### config.mk
export PLATFORM = sky130hd
export DESIGN_NAME = fiber_pe_arbiter_flat
export DESIGN_NICKNAME = d
export VERILOG_FILES = /design/src/rtl/fiber_pe_arbiter_if.sv /design/src/rtl/fiber_pe_arbiter.sv /design/src/flat_wrapper.sv
export SDC_FILE = /design/constraint.sdc
export NUM_CORES = 1
export LEC_CHECK = 0
export BUFFER_PORTS_ARGS = -buffer_cell sky130_fd_sc_hd__buf_2
export CORE_AREA = 5 5 182 184
export CTS_BUF_LIST = sky130_fd_sc_hd__clkbuf_8
export DETAILED_ROUTE_END_ITERATION = 10
export DIE_AREA = 0 0 187 189
export PLACE_DENSITY = 0.5
export SYNTH_ARGS = -nofsm -noshare
export SYNTH_HDL_FRONTEND = slang
export SYNTH_SLANG_ARGS = --single-unit
### constraint.sdc
create_clock -name i_clk -period 9.9 [get_ports i_clk]
set_input_delay 1.485 -clock i_clk [delete_from_list [all_inputs] [get_ports i_clk]]
set_output_delay 1.485 -clock i_clk [all_outputs]
set_load 0.02 [all_outputs]
### src/rtl/fiber_pe_arbiter_if.sv
// Bundle of every handshake and data signal between the PE-side arbiter,
// the PE crossbar and the fiberBank request/response ports.
// Signal names follow the arbiter's point of view (i_ = into the arbiter).
interface fiber_pe_arbiter_if #(
    parameter int N_PE            = 4,
    parameter int DATA_WIDTH      = 16,
    parameter int ADDR_WIDTH      = 64,
    parameter int MAX_OUTSTANDING = 8
);
    localparam int OUT_W = $clog2(MAX_OUTSTANDING + 1);

    // PE request side
    logic [N_PE-1:0]            i_pe_req_valid;
    logic [N_PE-1:0]            o_pe_req_ready;
    logic [4*N_PE-1:0]          i_pe_req_type;
    logic [ADDR_WIDTH*N_PE-1:0] i_pe_req_addr;
    logic [DATA_WIDTH*N_PE-1:0] i_pe_req_data;

    // Bank request side
    logic [3:0]                 o_request_type;
    logic [ADDR_WIDTH-1:0]      o_addr;
    logic [DATA_WIDTH-1:0]      o_data;
    logic                       o_type_valid;
    logic                       i_type_ready;

    // Bank response side
    logic [DATA_WIDTH-1:0]      i_pe_data_o;
    logic                       i_pe_data_o_valid;
    logic                       o_pe_data_o_ready;

    // PE response side
    logic [DATA_WIDTH-1:0]      o_pe_rsp_data;
    logic [N_PE-1:0]            o_pe_rsp_valid;
    logic [N_PE-1:0]            i_pe_rsp_ready;

    // Status
    logic [OUT_W-1:0]           o_outstanding;
    logic                       o_rsp_orphan;

    // The arbiter itself
    modport master (
        input  i_pe_req_valid, i_pe_req_type, i_pe_req_addr, i_pe_req_data,
        output o_pe_req_ready,
        output o_request_type, o_addr, o_data, o_type_valid,
        input  i_type_ready,
        input  i_pe_data_o, i_pe_data_o_valid,
        output o_pe_data_o_ready,
        output o_pe_rsp_data, o_pe_rsp_valid,
        input  i_pe_rsp_ready,
        output o_outstanding, o_rsp_orphan
    );

    // The surrounding PEs and bank
    modport slave (
        output i_pe_req_valid, i_pe_req_type, i_pe_req_addr, i_pe_req_data,
        input  o_pe_req_ready,
        input  o_request_type, o_addr, o_data, o_type_valid,
        output i_type_ready,
        output i_pe_data_o, i_pe_data_o_valid,
        input  o_pe_data_o_ready,
        input  o_pe_rsp_data, o_pe_rsp_valid,
        output i_pe_rsp_ready,
        input  o_outstanding, o_rsp_orphan
    );
endinterface

### src/rtl/fiber_pe_arbiter.sv
// Shares one fiberBank request port between N_PE processing elements.
// Round-robin grant, one request in flight toward the bank at a time, and an
// in-order ID FIFO that steers each returning data beat to the PE that asked.
// The parameters here must match the ones of the connected interface instance.
// MAX_OUTSTANDING must be a power of two >= 2 so the FIFO pointers wrap freely.
module fiber_pe_arbiter #(
    parameter int          N_PE            = 4,
    parameter int          DATA_WIDTH      = 16,
    parameter int          ADDR_WIDTH      = 64,
    parameter int          MAX_OUTSTANDING = 8,
    parameter logic [15:0] RESP_TYPE_MASK  = 16'h0002
) (
    input  logic                i_clk,
    input  logic                i_reset,
    fiber_pe_arbiter_if.master  bus
);
    localparam int PW    = (N_PE > 1) ? $clog2(N_PE) : 1;
    localparam int FW    = (MAX_OUTSTANDING > 1) ? $clog2(MAX_OUTSTANDING) : 1;
    localparam int OUT_W = $clog2(MAX_OUTSTANDING + 1);

    typedef enum logic {
        IDLE  = 1'b0,
        ISSUE = 1'b1
    } state_t;

    state_t                r_state;
    state_t                w_nextState;
    logic [PW-1:0]         r_rrPtr;
    logic [PW-1:0]         r_winner;
    logic [3:0]            r_reqType;
    logic [ADDR_WIDTH-1:0] r_addr;
    logic [DATA_WIDTH-1:0] r_data;

    logic [PW-1:0]         r_idFifo [MAX_OUTSTANDING];
    logic [FW-1:0]         r_wrPtr;
    logic [FW-1:0]         r_rdPtr;
    logic [OUT_W-1:0]      r_count;
    logic                  r_orphan;

    logic [N_PE-1:0]       w_eligible;
    logic                  w_found;
    logic [PW-1:0]         w_winner;
    logic [N_PE-1:0]       w_grant;
    logic                  w_typeValid;
    logic                  w_issueDone;
    logic                  w_push;
    logic                  w_pop;
    logic                  w_full;
    logic                  w_nonEmpty;
    logic [PW-1:0]         w_head;
    logic [N_PE-1:0]       w_rspValid;
    logic                  w_dataReady;

    // PE index reached by stepping 'offs' places up from 'base', wrapping at N_PE
    function automatic logic [PW-1:0] rotIdx(input logic [PW-1:0] base, input int offs);
        logic [PW:0] s;
        s = {1'b0, base} + (PW+1)'(offs);
        if (s >= (PW+1)'(N_PE)) begin
            s = s - (PW+1)'(N_PE);
        end
        return s[PW-1:0];
    endfunction

    assign w_full     = (r_count == OUT_W'(MAX_OUTSTANDING));
    assign w_nonEmpty = (r_count != '0);
    assign w_head     = r_idFifo[r_rdPtr];

    // A PE may compete unless it wants a response slot and the ID FIFO has none left
    always_comb begin
        w_eligible = '0;
        for (int p = 0; p < N_PE; p++) begin
            w_eligible[p] = bus.i_pe_req_valid[p] &&
                            (!RESP_TYPE_MASK[bus.i_pe_req_type[4*p +: 4]] || !w_full);
        end
    end

    // First eligible PE at or above the round-robin pointer, wrapping around
    always_comb begin
        w_found  = 1'b0;
        w_winner = '0;
        for (int i = 0; i < N_PE; i++) begin
            if (!w_found && w_eligible[rotIdx(r_rrPtr, i)]) begin
                w_found  = 1'b1;
                w_winner = rotIdx(r_rrPtr, i);
            end
        end
    end

    // Next-state and handshake outputs: grant only in IDLE, present to the bank only in ISSUE
    always_comb begin
        w_nextState = r_state;
        w_grant     = '0;
        w_typeValid = 1'b0;
        w_issueDone = 1'b0;
        case (r_state)
            IDLE: begin
                if (w_found) begin
                    w_grant[w_winner] = 1'b1;
                    w_nextState       = ISSUE;
                end
            end
            ISSUE: begin
                w_typeValid = 1'b1;
                if (bus.i_type_ready) begin
                    w_issueDone = 1'b1;
                    w_nextState = IDLE;
                end
            end
            default: w_nextState = IDLE;
        endcase
    end

    assign w_push = w_issueDone && RESP_TYPE_MASK[r_reqType];

    // State register, latched request fields and round-robin pointer
    always_ff @(posedge i_clk) begin
        if (i_reset) begin
            r_state   <= IDLE;
            r_rrPtr   <= '0;
            r_winner  <= '0;
            r_reqType <= '0;
            r_addr    <= '0;
            r_data    <= '0;
        end else begin
            r_state <= w_nextState;
            if (r_state == IDLE && w_found) begin
                r_winner  <= w_winner;
                r_reqType <= bus.i_pe_req_type[4*w_winner +: 4];
                r_addr    <= bus.i_pe_req_addr[ADDR_WIDTH*w_winner +: ADDR_WIDTH];
                r_data    <= bus.i_pe_req_data[DATA_WIDTH*w_winner +: DATA_WIDTH];
            end
            if (w_issueDone) begin
                r_rrPtr <= rotIdx(r_winner, 1);
            end
        end
    end

    // Response steering: the FIFO head owns the beat; with nothing pending the beat is swallowed
    always_comb begin
        w_rspValid  = '0;
        w_dataReady = 1'b1;
        if (w_nonEmpty) begin
            w_dataReady = bus.i_pe_rsp_ready[w_head];
            if (bus.i_pe_data_o_valid) begin
                w_rspValid[w_head] = 1'b1;
            end
        end
    end

    assign w_pop = bus.i_pe_data_o_valid && w_dataReady && w_nonEmpty;

    // ID FIFO pointers, occupancy and sticky orphan flag
    always_ff @(posedge i_clk) begin
        if (i_reset) begin
            r_wrPtr  <= '0;
            r_rdPtr  <= '0;
            r_count  <= '0;
            r_orphan <= 1'b0;
        end else begin
            if (w_push) begin
                r_wrPtr <= r_wrPtr + 1'b1;
            end
            if (w_pop) begin
                r_rdPtr <= r_rdPtr + 1'b1;
            end
            r_count <= r_count + OUT_W'(w_push) - OUT_W'(w_pop);
            if (bus.i_pe_data_o_valid && !w_nonEmpty) begin
                r_orphan <= 1'b1;
            end
        end
    end

    // ID storage; contents are meaningless until pushed, so no reset is needed
    always_ff @(posedge i_clk) begin
        if (w_push) begin
            r_idFifo[r_wrPtr] <= r_winner;
        end
    end

    assign bus.o_pe_req_ready    = w_grant;
    assign bus.o_type_valid      = w_typeValid;
    assign bus.o_request_type    = r_reqType;
    assign bus.o_addr            = r_addr;
    assign bus.o_data            = r_data;
    assign bus.o_pe_rsp_data     = bus.i_pe_data_o;
    assign bus.o_pe_rsp_valid    = w_rspValid;
    assign bus.o_pe_data_o_ready = w_dataReady;
    assign bus.o_outstanding     = r_count;
    assign bus.o_rsp_orphan      = r_orphan;

endmodule

### src/flat_wrapper.sv
// flat-port wrapper written by rule: the top's interface ports become plain ports
module fiber_pe_arbiter_flat 
#(
    parameter int          N_PE            = 4,
    parameter int          DATA_WIDTH      = 16,
    parameter int          ADDR_WIDTH      = 64,
    parameter int          MAX_OUTSTANDING = 8,
    parameter logic [15:0] RESP_TYPE_MASK  = 16'h0002
)
  (i_clk, i_reset, bus_i_pe_req_valid, bus_i_pe_req_type, bus_i_pe_req_addr, bus_i_pe_req_data, bus_o_pe_req_ready, bus_o_request_type, bus_o_addr, bus_o_data, bus_o_type_valid, bus_i_type_ready, bus_i_pe_data_o, bus_i_pe_data_o_valid, bus_o_pe_data_o_ready, bus_o_pe_rsp_data, bus_o_pe_rsp_valid, bus_i_pe_rsp_ready, bus_o_outstanding, bus_o_rsp_orphan);
  fiber_pe_arbiter_if #(.N_PE(N_PE), .DATA_WIDTH(DATA_WIDTH), .ADDR_WIDTH(ADDR_WIDTH), .MAX_OUTSTANDING(MAX_OUTSTANDING)) bus_i ();
  input  logic i_clk;
  input  logic i_reset;
  input wire logic [$bits(bus_i.i_pe_req_valid)-1:0] bus_i_pe_req_valid;
  input wire logic [$bits(bus_i.i_pe_req_type)-1:0] bus_i_pe_req_type;
  input wire logic [$bits(bus_i.i_pe_req_addr)-1:0] bus_i_pe_req_addr;
  input wire logic [$bits(bus_i.i_pe_req_data)-1:0] bus_i_pe_req_data;
  output wire logic [$bits(bus_i.o_pe_req_ready)-1:0] bus_o_pe_req_ready;
  output wire logic [$bits(bus_i.o_request_type)-1:0] bus_o_request_type;
  output wire logic [$bits(bus_i.o_addr)-1:0] bus_o_addr;
  output wire logic [$bits(bus_i.o_data)-1:0] bus_o_data;
  output wire logic [$bits(bus_i.o_type_valid)-1:0] bus_o_type_valid;
  input wire logic [$bits(bus_i.i_type_ready)-1:0] bus_i_type_ready;
  input wire logic [$bits(bus_i.i_pe_data_o)-1:0] bus_i_pe_data_o;
  input wire logic [$bits(bus_i.i_pe_data_o_valid)-1:0] bus_i_pe_data_o_valid;
  output wire logic [$bits(bus_i.o_pe_data_o_ready)-1:0] bus_o_pe_data_o_ready;
  output wire logic [$bits(bus_i.o_pe_rsp_data)-1:0] bus_o_pe_rsp_data;
  output wire logic [$bits(bus_i.o_pe_rsp_valid)-1:0] bus_o_pe_rsp_valid;
  input wire logic [$bits(bus_i.i_pe_rsp_ready)-1:0] bus_i_pe_rsp_ready;
  output wire logic [$bits(bus_i.o_outstanding)-1:0] bus_o_outstanding;
  output wire logic [$bits(bus_i.o_rsp_orphan)-1:0] bus_o_rsp_orphan;
  assign bus_i.i_pe_req_valid = bus_i_pe_req_valid;
  assign bus_i.i_pe_req_type = bus_i_pe_req_type;
  assign bus_i.i_pe_req_addr = bus_i_pe_req_addr;
  assign bus_i.i_pe_req_data = bus_i_pe_req_data;
  assign bus_o_pe_req_ready = bus_i.o_pe_req_ready;
  assign bus_o_request_type = bus_i.o_request_type;
  assign bus_o_addr = bus_i.o_addr;
  assign bus_o_data = bus_i.o_data;
  assign bus_o_type_valid = bus_i.o_type_valid;
  assign bus_i.i_type_ready = bus_i_type_ready;
  assign bus_i.i_pe_data_o = bus_i_pe_data_o;
  assign bus_i.i_pe_data_o_valid = bus_i_pe_data_o_valid;
  assign bus_o_pe_data_o_ready = bus_i.o_pe_data_o_ready;
  assign bus_o_pe_rsp_data = bus_i.o_pe_rsp_data;
  assign bus_o_pe_rsp_valid = bus_i.o_pe_rsp_valid;
  assign bus_i.i_pe_rsp_ready = bus_i_pe_rsp_ready;
  assign bus_o_outstanding = bus_i.o_outstanding;
  assign bus_o_rsp_orphan = bus_i.o_rsp_orphan;
  fiber_pe_arbiter #(.N_PE(N_PE), .DATA_WIDTH(DATA_WIDTH), .ADDR_WIDTH(ADDR_WIDTH), .MAX_OUTSTANDING(MAX_OUTSTANDING), .RESP_TYPE_MASK(RESP_TYPE_MASK)) u_core (.i_clk(i_clk), .i_reset(i_reset), .bus(bus_i));
endmodule
==> run metrics, run 1 <==
Top FF cell, synth=dfxtp_1; Die Y=189 microns; # rows=65; Clock Latency Late Sink=450 ps; reg-to-reg setup timing slack=about 5200 ps; Residual DRC=0; CP arrival=between 4000 and 5000 ps; TritonCTS clock tree=built; Final Slew Violations=0; Startpoint Class=primary input; pwr dens=165 mW/mm^2; unrepaired setup endpoints after global routing=false; Period minus WS final=5790 ps; Syn Inst Count=~950; average size of a mapped cell=8.13 sq um; nets=about 1,700; worst setup margin=4110 ps; TritonCTS Buffers=17; H-tree depth=4; post-CTS setup buffers=0; Mapped Area=0.00774 sq mm; Starting Density=24.8%; drt first pass iters=5; initial antenna violation count=17; syn nets=roughly 1,300; Seq cells post-synth=120; sequential area share after synthesis=33.1%; post-synth cell types=54; DPL Wire Length=between 20 and 30 mm; Required @ worst endpoint=approximately 8400 ps; Setup TNS=0 ps; number of vias in the routed layout=8,935; die width=187 microns; Reg clk slew, reported paths=roughly 70 ps; RD Place Congestion=approximately 0.81; final hold viol count=0; Bufs on Longest Clock Path=2; hold-fix buffers at CTS=0; Setup-failing EPs final=0; crit path max fanout=between 150 and 200; Final ANT Viol Nets=0; Max VDD drop=0.0980 mV; clk_skew=14.6 ps; total gr overflow=0; most common cell after layout, fill and taps aside=buf_2; Fill cells=between 3,000 and 4,000; number of global-route vias before repair=~9,000; Hold Path Stages=2; # port buffers=446; Met2 Wirelength=16.9 mm; clock sinks=120; Iteration-0 DRC Markers=approximately 530; Tot GR Track Use=approximately a fifth; max layer used=met5; ys async rst share=0%; Peak Freq=between 150 and 200 MHz; IO Pins=479; Area Growth Syn to Fin=34.2%; Hold Path End=u_core.bus.o_addr[25]$_SDFFE_PP0N_; die area=between 0.03 and 0.04 sq mm; CTS resizes=0; period utilization=58.5%; Clk Tree Root Cell=clkbuf_8; Max-slew headroom=about a quarter; Critical Path Sink Type=primary output; worst hold-check path type=register to register; Synthesis Warnings=0; via/cell ratio=between 5 and 6; leakage=roughly 4.5 nW; share of layout cells above drive strength 1=38.7%; routed wire length per instance=20.0 microns; largest net degree at the start of global routing=164; reg2reg path depth=11; Slew @ Worst Pin=roughly 1100 ps; outcome=completed; commonest cells after routing, fill and taps aside=445 x buf_2, 250 x nand2_1, 104 x dfxtp_1, 86 x a21oi_1, 82 x a211oi_1; routed wl met3=2.95 mm; critical path type=primary input to primary output; CORE AREA=0.0312 sq mm; first-pass GRT wire length=52.9 mm; met1 WL=13.9 mm; routed wire length=roughly 35 mm; min-delay src=u_core.bus.o_addr[25]$_SDFFE_PP0N_; DP Worst Slack=4280 ps; Max Cap Violations=0; EDFF count, synth=16; reg2reg start=u_core.bus.o_outstanding[2]$_SDFF_PP0_
logic make-up (layout without fill, tap and decap cells):
kind of cell	after synthesis	count (layout)	synth area share, %
AOI/OAI and AO/OA	353	353	35.8
and+or+nand+nor	318	318	17.3
buffers and inverters	130	498	8.75
DFF	120	120	33.1
muxes	17	17	2.91
adders and majority gates	9	9	1.55
xor gates and xnor gates	5	5	0.566
other	0	14	0
stage by stage:
stage / total power, W / util, % / hold slack, ps / cells / area (sq um)
2_1_floorplan: 0.00105 / - / 476 / 952 / 7740
3_3_place_gp: 0.00126 / 31.9 / 440 / 1690 / 9950
3_5_place_dp: 0.00126 / 31.9 / 444 / 1690 / 9950
4_1_cts: 0.00174 / 33.1 / 455 / 1722 / 10400
5_1_grt: 0.00183 / 33.2 / 475 / 1733 / 10400
6_report: 0.00171 / 33.3 / 452 / 1736 / 10400
how the worst max path moves through the flow:
stage | startpoint | end | slack (ps) | cells after the start
2_1_floorplan | bus_i_pe_req_type[13] | bus_o_pe_req_ready[0] | 4920 | 8
5_1_grt | bus_i_pe_req_type[9] | bus_o_pe_req_ready[3] | 4030 | 9
6_report | bus_i_pe_req_type[9] | bus_o_pe_req_ready[3] | 4110 | 9
3_5_place_dp | bus_i_pe_req_type[13] | bus_o_pe_req_ready[2] | 4280 | 8
4_1_cts | bus_i_pe_req_type[13] | bus_o_pe_req_ready[2] | 4270 | 8
3_3_place_gp | bus_i_pe_req_type[13] | bus_o_pe_req_ready[2] | 4280 | 8
power by group:
| part | internal [W] | leakage, nW | switching (W) | total (W) |
|---|---|---|---|---|
| combinational | 0.000263 | 3.28 | 0.000396 | 0.000659 |
| clock | 0.000229 | 0.196 | 0.000236 | 0.000465 |
| sequential | 0.000549 | 1.01 | 0.0000366 | 0.000586 |
flip-flops by register name (all words and copies together), names as in the netlist, named ones only:
| signal | count |
|---|---|
| u_core.r_rrPtr | 2 |
| u_core.r_rdPtr | 3 |
| u_core.bus.o_data | 16 |
| u_core.r_state | 1 |
| u_core.bus.o_addr | 64 |
| u_core.r_winner | 2 |
| u_core.bus.o_request_type | 4 |
| u_core.r_wrPtr | 3 |
| u_core.bus.o_rsp_orphan | 1 |
| u_core.bus.o_outstanding | 4 |
| u_core.r_idFifo | 16 |
cell type report:
class,instances,area [sq um],area share [%]
multi-input cells,702,4530,43.6
flip-flops and latches,120,2560,24.7
repair buffers,456,2320,22.4
well taps,402,503,4.84
clock buffers,17,234,2.25
clock inverters,15,165,1.59
inverters,10,37.5,0.361
diodes,14,35.0,0.337
per-layer routing:
layer	GRT usage (%)	vias up
met3	7.26	53
met4	7.62	8
met1	21.3	4276
met2	31.8	336
li1	-	4262
met5	0	-
worst max-delay path: stages:
cell	delay (ps)
buf_2	110
or4b_4	560
o21ai_4	280
o221ai_4	160
nor3_4	170
buf_12	400
nand2_1	370
nor3_1	220
buf_2	200
Yosys cell counts, drive strengths merged (2+ instances only):
master	number	area (sq um)
xnor2	2	17.5
a211oi	82	616
o31a	81	709
mux4	4	90.1
xor2	3	26.3
dfxtp	104	2080
buf	61	418
nand3	4	20.0
mux2i	9	90.1
a21oi	86	430
edfxtp	16	480
o21a	2	15.0
nor3	7	51.3
ha	8	100
nor2	30	120
or4b	4	51.3
nand2b	5	31.3
o221ai	5	67.6
nor2b	4	25.0
clkbuf	59	221
o21ai	9	60.1
a311o	80	801
a21o	2	15.0
inv	10	37.5
o211ai	2	20.0
nand4	4	25.0
and3	3	18.8
nand2	250	938
mux2	4	45.0
Note: power is estimated with default switching activity, not from simulation.
==> run 2, diff against run 1 <==
Settings changed: PLACE_DENSITY 0.5 to 0.52.
Clock period 9.9 ns to 4.7 ns, I/O delays scaled along.
==> run metrics, run 2 (synthesis gave the netlist of run 1 again) <==
outcome=completed; TritonCTS Buffers=17; crit path max fanout=40; Max Cap Violations=0; DP Worst Slack=962 ps; Critical Path Sink Type=primary output; drt first pass iters=4; reg2reg start=u_core.bus.o_outstanding[2]$_SDFF_PP0_; max layer used=met5; Layout Cells excl Fill=1,731; Max-slew headroom=42.9%; IO Pins=479; worst hold-check path type=register to register; clk_skew=16.5 ps; Required @ worst endpoint=3990 ps; hold_ws=452 ps; worst setup margin=748 ps; Final ANT Viol Nets=0; Startpoint Class=register; die width=187 microns; NetSw=0.00140 W; Comb pwr share=between 30% and 40%; Starting Density=24.8%; share of layout cells above drive strength 1=between 30% and 40%; RD Place Congestion=around 0.83; routed wire length=34.6 mm; critical path type=register to primary output; number of global-route vias before repair=between 9,000 and 10,000; Peak Freq=253 MHz; number of vias in the routed layout=8,971; post-CTS setup buffers=0; Clk Tree Root Cell=clkbuf_8; Die Y=189 microns; Reg clk slew, reported paths=80 ps; Period minus WS final=3950 ps; hold-fix buffers at CTS=0; CP arrival=about 3300 ps; most common cell after layout, fill and taps aside=buf_2; Final Slew Violations=0; DPL Wire Length=about 26 mm; sw frac=38.3%; Hold Path Stages=2; Tot GR Track Use=18.6%; min-delay src=u_core.bus.o_addr[17]$_SDFFE_PP0N_; CTS resizes=0; Max VDD drop=0.150 mV; CORE AREA=~0.031 sq mm; Cells after DPL=1,696; clock power share=between 20% and 30%; final hold viol count=0; routed wl met3=around 2.4 mm; Slew @ Worst Pin=856 ps; H-tree depth=4; Clock Latency Late Sink=450 ps; Bufs on Longest Clock Path=2; max reg flops=64; # port buffers=446; met1 WL=14.0 mm; first-pass GRT wire length=52.5 mm; unrepaired setup endpoints after global routing=false; Residual DRC=0; TritonCTS clock tree=built; routed wire length per instance=~20 microns; Reg power frac=33.8%; leakage=4.54 nW; Met2 Wirelength=~18 mm; # rows=65; die area=0.0353 sq mm; reg2reg path depth=11; total gr overflow=0; Hold Path End=u_core.bus.o_addr[17]$_SDFFE_PP0N_; via/cell ratio=about 5.2; nets=around 1,700; period utilization=84.1%; initial antenna violation count=4; clock sinks=120; Setup-failing EPs final=0; commonest cells after routing, fill and taps aside=445 x buf_2, 250 x nand2_1, 104 x dfxtp_1, 86 x a21oi_1, 82 x a211oi_1; Iteration-0 DRC Markers=~360; Setup TNS=0 ps; reg-to-reg setup timing slack=around 1200 ps; P_int=0.00225 W; largest net degree at the start of global routing=92; Worst R2R End=u_core.bus.o_addr[55]$_SDFFE_PP0N_; pwr dens=349 mW/mm^2; Area Growth Syn to Fin=35.2%; Core Util, Final=33.5%
[run 2: cell types whose count changed in the layout (fill, tap and decap cells not counted), sizes merged]
cell,change
bufinv,+1
buf,+6
diode,-11
clkinv,+3
clkinvlp,-2
inv,-2
[run 2: final cells by class]
type                    count  area (sq um)
clock inverters            15           176
fillers                  3446         20800
flip-flops and latches    120          2560
inverters                  10          37.5
diodes                      3          7.51
well taps                 402           503
multi-input cells         702          4530
clock buffers              17           234
repair buffers            462          2420
[run 2: worst max path at each step]
stage / cells past startpoint / startpoint / slack (ps) / endpoint
3_5_place_dp: 7 / bus_i_pe_req_type[13] / 960 / bus_o_pe_req_ready[2]
3_3_place_gp: 9 / bus_i_pe_req_type[13] / 980 / register
5_1_grt: 9 / u_core.bus.o_outstanding[2]$_SDFF_PP0_ / 460 / bus_o_pe_req_ready[3]
2_1_floorplan: 8 / bus_i_pe_req_type[13] / 1280 / bus_o_pe_req_ready[0]
4_1_cts: 8 / u_core.bus.o_outstanding[2]$_SDFF_PP0_ / 650 / bus_o_pe_req_ready[2]
6_report: 8 / u_core.bus.o_outstanding[2]$_SDFF_PP0_ / 750 / bus_o_pe_req_ready[2]
[run 2: routing by layer]
layer	vias to the layer above	track usage, %
li1	4261	-
met3	39	5.44
met1	4340	21.4
met4	2	5.69
met2	329	33.5
met5	-	0
[run 2: worst max-delay path: stages (launching register included)]
cell	delay [ps]
dfxtp_1	320
inv_1	110
ha_1	150
or3b_1	560
o21a_1	340
nor3b_4	330
or3_4	560
and3_1	250
buf_2	190
[run 2: stage by stage]
stage | power (W) | cell area (sq um)
after floorplan | 0.00221 | 7740
after global routing | 0.00389 | 10500
after global placement | 0.00267 | 10000
after CTS | 0.00371 | 10500
after detailed placement | 0.00267 | 10000
final | 0.00365 | 10500
[run 2: power groups by stage]
stage	Sequential (W)	Clock, W	Combinational, W
6_report	0.00123	0.00101	0.00141
3_3_place_gp	0.00126	0	0.00141
5_1_grt	0.00125	0.00110	0.00154
4_1_cts	0.00124	0.00105	0.00142
3_5_place_dp	0.00126	0	0.00142
2_1_floorplan	0.00137	0	0.000835
